<file path="config.mk">
export PLATFORM = sky130hd
export DESIGN_NAME = inst_mem_loader
export DESIGN_NICKNAME = d
export VERILOG_FILES = /design/src/rtl/inst_mem_loader.sv
export SDC_FILE = /design/constraint.sdc
export NUM_CORES = 1
export LEC_CHECK = 0
export CAP_MARGIN = 0
export CORE_ASPECT_RATIO = 0.7
export CORE_UTILIZATION = 23
export CTS_CLUSTER_SIZE = 28
export DETAILED_ROUTE_END_ITERATION = 10
export DONT_BUFFER_PORTS = 1
export HOLD_SLACK_MARGIN = 0.15
export MAX_ROUTING_LAYER = met4
export PLACE_DENSITY = 0.39
export SETUP_SLACK_MARGIN = 0.5
export SLEW_MARGIN = 20
export SYNTH_ARGS = -nofsm -noshare
export SYNTH_HDL_FRONTEND = slang
export SYNTH_SLANG_ARGS = --single-unit
</file>
<file path="constraint.sdc">
create_clock -name clk -period 2.4 [get_ports clk]
set_clock_uncertainty 0.05 [all_clocks]
set_input_delay 0.48 -clock clk [delete_from_list [all_inputs] [get_ports clk]]
set_output_delay 0.48 -clock clk [all_outputs]
set_load 0.005 [all_outputs]
</file>
<file path="src/rtl/inst_mem_loader.sv">
// Instruction memory with registered fetch port and a byte-wide valid/ready
// program load port. A small FSM sequences clear-on-reset, fetch, and load.
module inst_mem_loader #(
  parameter int DATA_W = 8,
  parameter int ADDR_W = 3,
  parameter int DEPTH  = 8
) (
  input  logic              clk,
  input  logic              rst_n,
  input  logic [ADDR_W-1:0] address,
  output logic [DATA_W-1:0] instruction,
  output logic              fetch_valid,
  input  logic              load_start,
  input  logic              load_valid,
  input  logic [DATA_W-1:0] load_data,
  output logic              load_ready,
  output logic              load_done,
  output logic [ADDR_W:0]   load_count
);

  typedef enum logic [1:0] {S_CLEAR, S_RUN, S_LOAD, S_DONE} state_t;

  localparam logic [ADDR_W-1:0] LAST = ADDR_W'(DEPTH - 1);
  localparam logic [ADDR_W:0]   FULL = (ADDR_W + 1)'(DEPTH);

  state_t            state, state_nxt;
  logic [DATA_W-1:0] mem [DEPTH];
  logic [ADDR_W-1:0] clr_ptr, wr_ptr;
  logic              load_acc;
  logic              mem_we;
  logic [ADDR_W-1:0] mem_waddr;
  logic [DATA_W-1:0] mem_wdata;

  // A restart on the same cycle as a byte wins; the byte is dropped.
  assign load_acc = (state == S_LOAD) && load_valid && !load_start;

  always_ff @(posedge clk or negedge rst_n) begin
    if (!rst_n) state <= S_CLEAR;
    else        state <= state_nxt;
  end

  always_comb begin
    state_nxt   = state;
    fetch_valid = 1'b0;
    load_ready  = 1'b0;
    load_done   = 1'b0;
    case (state)
      S_CLEAR: if (clr_ptr == LAST) state_nxt = S_RUN;
      S_RUN: begin
        fetch_valid = 1'b1;
        if (load_start) state_nxt = S_LOAD;
      end
      S_LOAD: begin
        load_ready = 1'b1;
        if (load_acc && wr_ptr == LAST) state_nxt = S_DONE;
      end
      S_DONE: begin
        load_done = 1'b1;
        state_nxt = S_RUN;
      end
      default: state_nxt = S_CLEAR;
    endcase
  end

  always_comb begin
    mem_we    = (state == S_CLEAR) || load_acc;
    mem_waddr = (state == S_CLEAR) ? clr_ptr : wr_ptr;
    mem_wdata = (state == S_CLEAR) ? '0 : load_data;
  end

  // Storage is not reset; the CLEAR sweep zeroes it after every reset.
  always_ff @(posedge clk) begin
    if (mem_we) mem[mem_waddr] <= mem_wdata;
  end

  always_ff @(posedge clk or negedge rst_n) begin
    if (!rst_n) begin
      clr_ptr     <= '0;
      wr_ptr      <= '0;
      load_count  <= '0;
      instruction <= '0;
    end else begin
      if (state == S_CLEAR) clr_ptr <= clr_ptr + 1'b1;
      instruction <= (state == S_RUN) ? mem[address] : '0;
      if ((state == S_RUN || state == S_LOAD) && load_start) begin
        wr_ptr     <= '0;
        load_count <= '0;
      end else if (load_acc) begin
        wr_ptr <= wr_ptr + 1'b1;
        if (load_count != FULL) load_count <= load_count + 1'b1;
      end
    end
  end

endmodule

</file>
==> flow_summary.yaml <==
clocking:
  insertion_delay_ns: 0.34
  cts_buffer_depth: 2
  path_clk_slew_ns: 0.06
  tritoncts: "yes"
  cts_root_buffer: "clkbuf_16"
  cts-htree-levels: 3
  cts_buffers: 9
  clock-sinks: 84
critical_path:
  crit_path_frequent_cell: "buf_4"
  cp_cell_sequence: "buf_4 > ha_2 > and3b_2 > a21oi_2 > nor2_1 > buf_4"
  cp-end-kind: "flop"
  cp_slowest_cell: "dfrtp_1"
  critPathKind: "reg2reg"
  worst_path_largest_cell_delay_ns: 0.37
  critPathLaunchType: "flop"
  cp_num_buf_inv: 2
  worst_ep_arrival_time_ns: 1.90
  cp_max_fo: 5
  cp_top_family: "flip-flops"
  cp.required_ns: 2.44
grt:
  grt_pass1_wl_mm: 12.5
  grt_max_degree: 21
  overflow: 0
  grt_pass1_vias: 2014
  grt_usage: 0.115
  antenna_found_initial: 0
floorplan:
  die_y_um: 106
  dieArea_mm2: 0.0160
  io_pins: 30
  rows: 37
  initial_core_util: 0.239
  core_region_area_mm2: 0.0149
  die_width_um: 151
cells_and_area:
  area_growth_pct: 23.6
  regArea_mm2: 0.00242
  nNetsFinal: 265
  drive_above_1_share: 0.273
  multi_input_area_mm2: 0.00114
  fin_area_mm2: 0.00440
  fillers: 1490
  diodes: 0
worst_hold_path:
  hold_class: "in2reg"
drt:
  detailroute.via_count: 1872
  wl_per_cell_um: 18.5
  wirelength_mm: 8.14
  final_antenna_net_count: 0
  drt_iter0_drc: 163
  drc: 0
  via_per_inst: 4.25
  drtPass1Iterations: 4
pwr:
  peakVddDrop_mv: 0.307
  finalPower_uw: 4370
  p_leak_uw: 0.00159
  p_per_area_mw_per_mm2: 994
synth:
  synth.avg_cell_area_um2: 16.7
  synth_nets: 238
  seq_area_frac_synth: 0.680
  synth_seq_cells: 84
  synth-edff-count: 64
  ys_warn_count: 0
  ys.flop_type: "edfxtp_1"
  async_flop_share: 0.238
  synth.distinct_cells: 32
  syn_area_mm2: 0.00356
  synthCells: 213
timing:
  setup-violations-final: 0
  period_share: 0.773
  max-slew-margin-rel: 0.640
  tightest_slew_ns: 0.539
  layout_min_cycle_time_ns: 1.85
  rsz0062_at_grt: "yes"
  max_freq_mhz: 539
  hold_viol_final: 0
  finalMaxSlewViolations: 0
placement:
  dp_hpwl_mm: 5.37
  io_buffers: 0
  place_congestion: 0.714
  placed_area_mm2: 0.00385
flow_run:
  max_cap_viol_count: 0
run_status:
  status: "completed"
cells in the final DEF, fill, tap and decap left out, drive strengths merged, types with 3 or more instances in the layout:
master	Yosys	layout
o21ai	6	6
edfxtp	64	64
mux4	16	16
clkinv	0	3
nand3	4	4
inv	9	9
nand2	8	8
dfrtp	20	20
mux2i	10	10
nor2b	13	13
nand3b	3	3
ha	10	10
a21oi	4	4
clkbuf	1	10
buf	7	23
nor2	19	19
power breakdown:
part | switching (uW) | leakage [uW] | internal (uW) | total (uW)
combinational | 536 | 0.000599 | 419 | 955
sequential | 126 | 0.000841 | 1820 | 1950
clock | 560 | 0.000150 | 912 | 1470
synth_stat cells, types with 6 or more instances:
| library cell | instances | area, um2 |
|---|---|---|
| mux4_2 | 10 | 225 |
| dfrtp_1 | 20 | 500 |
| nor2b_1 | 13 | 81.3 |
| inv_1 | 9 | 33.8 |
| nor2_1 | 19 | 71.3 |
| nand2_1 | 8 | 30.0 |
| mux4_1 | 6 | 158 |
| edfxtp_1 | 64 | 1920 |
| mux2i_1 | 10 | 100 |
| o21ai_0 | 6 | 30.0 |
| ha_1 | 10 | 125 |
metal layers:
layer,GRT usage,vias to the layer above,wire length [um]
met5,-,-,0
met4,0.0350,0,57
met3,0.0399,7,270
met2,0.162,31,3670
met1,0.155,962,4140
li1,-,872,-
stage by stage:
step / utilization / setup WS (ns) / hold slack (ns) / cells / setup TNS (ns)
finish: 0.295 / 0.545 / 0.178 / 440 / 0
global placement: 0.259 / -0.00815 / 0.135 / 415 / -0.0611
floorplan: - / 0.457 / 0.134 / 213 / 0
CTS: 0.292 / 0.443 / 0.166 / 440 / 0
detailed placement: 0.259 / -0.00972 / 0.135 / 415 / -0.0739
global route: 0.295 / 0.445 / 0.170 / 440 / 0
worst paths after layout:
check / depth (start not counted) / slack [ns] / from / to
min: 1 / 0.18 / load_start / wr_ptr[0]
min reg2reg: 1 / 0.52 / clr_ptr[0] / clr_ptr[0]
max reg2reg: 6 / 0.55 / state[1] / mem[2][6]
max in group asynchronous: 2 / 1.59 / rst_n / instruction[0]
min in group asynchronous: 2 / 0.56 / rst_n / load_count[2]
max: 6 / 0.55 / state[1] / mem[2][6]
state kept, by name (all words and copies together) (netlist names):
| name | cells |
|---|---|
| state | 2 |
| instruction | 8 |
| wr_ptr | 3 |
| load_count | 4 |
| clr_ptr | 3 |
| mem | 64 |
cells by family after synthesis:
family / synth area share
simple gates: 0.0741
mux: 0.142
compound gates: 0.0365
xor+xnor: 0.00492
flops: 0.680
buf+inv: 0.0274
fa+ha+maj: 0.0351
final cells by class:
cell class | count | area share
sequential | 84 | 0.550
multi-input combinational | 112 | 0.260
tap | 195 | 0.0554
timing repair buffer | 24 | 0.0546
clock buffer | 10 | 0.0520
clock inverter | 6 | 0.0202
inverter | 9 | 0.00767
repair_timing:
item,CTS,global route
hold buffers,2,0
endpoints found under the setup margin,53,65
gates resized for setup,16,11
hold endpoints to repair,20,0
pin swaps,6,2
buffers inserted,7,0
No activity file was read; power rests on OpenSTA's default activity.
